===== config.mk =====
export PLATFORM = sky130hd
export DESIGN_NAME = hex_display_scanner
export DESIGN_NICKNAME = d
export VERILOG_FILES = /design/src/rtl/hex_display_scanner.sv
export SDC_FILE = /design/constraint.sdc
export NUM_CORES = 1
export LEC_CHECK = 0
export ABC_CLOCK_PERIOD_IN_PS = 2800
export CAP_MARGIN = 20
export CORE_MARGIN = 3
export CORE_UTILIZATION = 50
export CTS_BUF_LIST = sky130_fd_sc_hd__clkbuf_4 sky130_fd_sc_hd__clkbuf_8 sky130_fd_sc_hd__clkbuf_16
export DETAILED_ROUTE_END_ITERATION = 10
export GPL_ROUTABILITY_DRIVEN = 1
export MAX_ROUTING_LAYER = met4
export PLACE_DENSITY = 0.7
export SLEW_MARGIN = 20
export SYNTH_ARGS = -nofsm -noshare
export SYNTH_HDL_FRONTEND = slang
export SYNTH_SLANG_ARGS = --single-unit

===== constraint.sdc =====
create_clock -name clk -period 2.8 [get_ports clk]
set_clock_uncertainty 0.15 [all_clocks]
set_input_delay 0.7 -clock clk [delete_from_list [all_inputs] [get_ports clk]]
set_output_delay 0.7 -clock clk [all_outputs]
set_load 0.1 [all_outputs]

===== src/rtl/hex_display_scanner.sv =====
// hex_display_scanner: multiplexes one seven-segment decoder across NUM_DIGITS common-anode digits
//   clk, reset_n (async, active-low); load/value: request a new displayed value;
//   blank_lz: suppress leading zeros; seg (active-low a..g), digit_en (active-low one-hot);
//   pending: a loaded value is waiting for the frame boundary; frame_done: one-cycle pulse per frame.
module seven_seg_decoder (
  input  logic [3:0] hex,
  output logic [6:0] seg
);
  always_comb begin
    case (hex)
      4'h0: seg = 7'h40;
      4'h1: seg = 7'h79;
      4'h2: seg = 7'h24;
      4'h3: seg = 7'h30;
      4'h4: seg = 7'h19;
      4'h5: seg = 7'h12;
      4'h6: seg = 7'h02;
      4'h7: seg = 7'h78;
      4'h8: seg = 7'h00;
      4'h9: seg = 7'h10;
      4'hA: seg = 7'h08;
      4'hB: seg = 7'h03;
      4'hC: seg = 7'h46;
      4'hD: seg = 7'h21;
      4'hE: seg = 7'h06;
      default: seg = 7'h0E;
    endcase
  end
endmodule

module hex_display_scanner #(
  parameter int NUM_DIGITS = 4,
  parameter int SCAN_DIV   = 50000,
  parameter int BLANK_CYC  = 500
) (
  input  logic                    clk,
  input  logic                    reset_n,
  input  logic                    load,
  input  logic [4*NUM_DIGITS-1:0] value,
  input  logic                    blank_lz,
  output logic [6:0]              seg,
  output logic [NUM_DIGITS-1:0]   digit_en,
  output logic                    pending,
  output logic                    frame_done
);
  localparam int CW = $clog2(SCAN_DIV);
  localparam int IW = $clog2(NUM_DIGITS);
  typedef enum logic {BLANK, DRIVE} state_t;
  state_t                  state, state_nx;
  logic [CW-1:0]           cnt;
  logic [IW-1:0]           idx;
  logic [4*NUM_DIGITS-1:0] shadow, active;
  logic                    lz, slot_end, blank_end, idx_last, supp;
  logic [3:0]              nib;
  logic [6:0]              dec;
  seven_seg_decoder u_dec (.hex(nib), .seg(dec));
  always_comb begin
    slot_end  = cnt == CW'(SCAN_DIV - 1);
    blank_end = cnt == CW'(BLANK_CYC - 1);
    idx_last  = idx == IW'(NUM_DIGITS - 1);
    nib       = 4'(active >> {idx, 2'b00});
    // everything from this digit upward is zero; digit 0 always shows
    supp      = lz && idx != '0 && (active >> {idx, 2'b00}) == '0;
    state_nx  = state == BLANK ? (blank_end ? DRIVE : BLANK) : (slot_end ? BLANK : DRIVE);
  end
  always_ff @(posedge clk or negedge reset_n) begin
    if (!reset_n) begin
      state      <= BLANK;
      cnt        <= '0;
      idx        <= '0;
      lz         <= 1'b0;
      shadow     <= '0;
      active     <= '0;
      pending    <= 1'b0;
      frame_done <= 1'b0;
      seg        <= 7'h7F;
      digit_en   <= '1;
    end else begin
      state      <= state_nx;
      cnt        <= slot_end ? '0 : cnt + 1'b1;
      if (state == DRIVE && slot_end) idx <= idx_last ? '0 : idx + 1'b1;
      if (state == BLANK && blank_end) lz <= blank_lz;
      frame_done <= state == DRIVE && slot_end && idx_last;
      // frame_done marks the boundary cycle; the commit lands while the first slot is still blanked
      if (load) shadow <= value;
      if (frame_done && pending) active <= shadow;
      pending    <= load || (pending && !frame_done);
      seg        <= state == DRIVE && !supp ? dec : 7'h7F;
      digit_en   <= state == DRIVE ? ~(NUM_DIGITS'(1) << idx) : '1;
    end
  end
endmodule


==> results.md <==
- Hold crit path type: input pin to async pin
- Vias: between 1500 and 2000
- Slew @ Worst Pin: about 0.64 ns
- Routed len/inst: approximately 16 µm
- Final Cell Area: around 3600 µm²
- Sw Share: 0.203
- Clock root cell: clkbuf_8
- First-pass GRT wire length: about 9700 µm
- # resized after CTS: 0
- Synth async-reset ratio: 1.00
- Initial core utilization: 0.530
- Minimum clock period: around 2.4 ns
- Clk buf depth: 2
- Die Span X: around 84 µm
- Worst VDD drop: approximately 350 µV
- Adder-Cell Fraction of Synth Area: 0.0457
- Synth Cell Area: 3010 µm²
- Setup TNS: 0 ns
- Clock Sinks: 65
- Leakage: around 1.6 nW
- Startpoint types: flop
- Row count: 27
- Sequential Power Share: 0.499
- GRT Resource Usage Total: 0.181
- Post-synthesis mux area share: 0.178
- YS warnings: 0
- Top cells by count, synth: dfrtp_1 (54), mux2_2 (37), nand3_1 (13)
- Cell variety after synth: 45
- Post-Route Utilization: 0.637
- Largest net degree at the start of global routing: 42
- Yosys top cell area share: 0.449
- Reg2Reg Launch Point: idx[1]$_DFFE_PN0P_
- R2r endpoint: seg[0]$_DFF_PN1_
- Synth top area cells: dfrtp_1 (45%), mux2_2 (14%), dfstp_2 (9.6%)
- Post-synth EDFFs: 0
- CP max stage cell: dfrtp_1
- Crit end category: flop
- Pwr/cell area: roughly 540 nW/µm²
- Antenna violations before repair: 0
- Critical path depth: 6
- Combinational share of power: 0.040
- Crit path max fanout: 10
- GRT overflow: 0
- Port Buffers: 32
- Layout cell share with drive strength beyond 1: 0.333
- Synth Area in Compound Gates: 0.0287
- CTS H-tree depth: 3
- CP Data Arrival Time: about 2.4 ns
- Post-Synth XOR/XNOR Area: 0.0378
- Synth Area in Simple Gates: 0.140
- Die area: 6990 µm²
- Number of global-route vias before repair: 1974
- Core area: between 5000 and 6000 µm²
- Worst EP required: about 2.9 ns
- Iter 0 DRT Violations: 100
- RSZ-0062 raised after global routing: no
- Clock-pin slew on the worst setup and hold paths: about 0.070 ns
- DP Wirelength: a little under 4000 µm
- Clock latency at the later pin of the worst-skew pair: between 0.3 and 0.4 ns
- Headroom to the max-slew limit: 0.569
- Synthesized flop and latch total: between 60 and 70
- Die height: roughly 84 µm
- CP max stage delay: 0.54 ns
- Drt drc: 0
- Critical path endpoint: seg[0]$_DFF_PN1_
- Final #Nets: between 300 and 400
- Vias per inst: ~5.5
- Fin. Hold Viols: 0
- Largest family of logic cells by synthesized area: multiplexers
- CTS Hold Bufs: 0
- CP Class: flop to flop
- Post-synthesis sequential area ratio: 0.545
- Final slew viol count: 0
- Switching pwr: between 0.3 and 0.4 mW
- Final period util: 0.839
- CTS Buf Count: 9
- Postcts setup bufs: 0
- Cells on worst reg2reg path: 6
- CTS tree: done
- ANT nets after route: 0
- GPL Wtd Cong: ~0.84
- WHS: 0.195 ns
- F_max: 426 MHz
- Routed WL: approximately 5500 µm
- DP Area: 3390 µm²
- Status: finished, final reports clean
- Synth area leader: dfrtp_1
- Max-cap viol count: 0
- Most numerous cell in the Yosys netlist: dfrtp_1
- # diodes: 0
- Clock Power Share: 0.461
- Syn Inst Count: between 200 and 250
- Syn_nets: around 270
- Syn_area_per_cell: about 13 µm²
- Final setup vio count: 0
- Most used flip-flop cell after synthesis: dfrtp_1
- I/O Pins: 33
- P&R area growth vs syn: 20.2%
- R2R setup slack: roughly 0.45 ns
- Worst path top cell family by delay: flip-flops
- Worst setup path startpoint: idx[1]$_DFFE_PN0P_
- WP buf/inv: 1
- Cell Chain, Critical Path: mux4_2, inv_1, ha_1, and4b_1, a31oi_1, nand4_1
- DR pass1 iterations: 4
- P_int: 1.56 mW
-- metal layers --
| layer | routed length [µm] | vias to the layer above | track usage |
|---|---|---|---|
| met1 | 2570 | 960 | 0.242 |
| li1 | - | 919 | - |
| met4 | 117 | 0 | 0.0921 |
| met2 | 2540 | 50 | 0.262 |
| met5 | 0 | - | - |
| met3 | 246 | 12 | 0.0395 |
-- registers in the layout, summed over array words and instances (netlist names) --
name and count:
state 1, idx 2, lz 1, shadow 16
pending 1, active 16, seg 7, frame_done 1
digit_en 4, cnt 16
-- cell usage in the layout (no fill, tap or decap), types with 2 or more instances in the layout --
master           count
a31oi_1              3
buf_4               16
bufinv_16            2
clkbuf_8            11
clkdlybuf4s50_1     18
clkinv_2             2
dfrtp_1             54
dfstp_2             11
ha_1                11
inv_1               10
mux2_2              37
mux2i_1              3
mux4_2               4
nand2_1             12
nand3_1             13
nand4_1              8
nand4b_1             2
nor2_1              11
nor4_1               3
o21ai_0              3
o21bai_1             2
or3_1                3
or4_1                2
xnor2_1              8
xor2_1               5
-- how the worst min path moves through the flow --
| stage | end | cells past startpoint | slack [ns] | from |
|---|---|---|---|---|
| after global routing | cnt[15]$_DFF_PN0_ | 1 | 0.24 | reset_n |
| after CTS | cnt[2]$_DFF_PN0_ | 1 | 0.20 | reset_n |
| after detailed placement | active[2]$_DFFE_PN0P_ | 1 | 0.34 | shadow[2]$_DFFE_PN0P_ |
| after floorplan | active[0]$_DFFE_PN0P_ | 0 | 0.25 | reset_n |
| final | cnt[8]$_DFF_PN0_ | 1 | 0.19 | reset_n |
| after global placement | cnt[0]$_DFF_PN0_ | 1 | 0.33 | cnt[0]$_DFF_PN0_ |
-- final cells by class --
| cell class | instances | area (µm²) |
|---|---|---|
| timing repair buffer | 36 | 325 |
| fill | 479 | 2060 |
| clock inverter | 5 | 77.6 |
| multi-input combinational | 152 | 1290 |
| tap | 72 | 90.1 |
| sequential | 65 | 1640 |
| clock buffer | 11 | 151 |
| inverter | 10 | 37.5 |
-- worst register-to-register path, delay by kind of cell, from the launching register on --
kind            cells  cell delay [ns]
compound gates      1             0.49
fa+ha+maj           1             0.24
buf+inv             1             0.11
flops               1             0.54
mux                 1             0.33
simple gates        2             0.38
-- kinds of logic after synthesis --
group           count (synthesis)
fa+ha+maj                      11
flops                          65
simple gates                   71
xor+xnor                       13
mux                            44
buf+inv                        19
compound gates                 13
-- per-stage QoR --
step                      setup slack (ns)  std cells  power, mW
after floorplan                      0.555        236       1.02
after global placement               0.606        335       1.07
after detailed placement             0.465        335       1.07
after CTS                            0.456        351       1.98
after global routing                 0.248        351       2.03
final                                0.450        351       1.95
-- power groups by stage --
stage          clock network, mW  registers, mW  logic, mW
6_report                   0.901          0.976     0.0774
5_1_grt                    0.964          0.979     0.0865
4_1_cts                    0.924          0.976     0.0800
3_5_place_dp                   0          0.993     0.0796
3_3_place_gp                   0          0.993     0.0779
2_1_floorplan                  0          0.988     0.0288
Power figures use the tool's default switching activity.
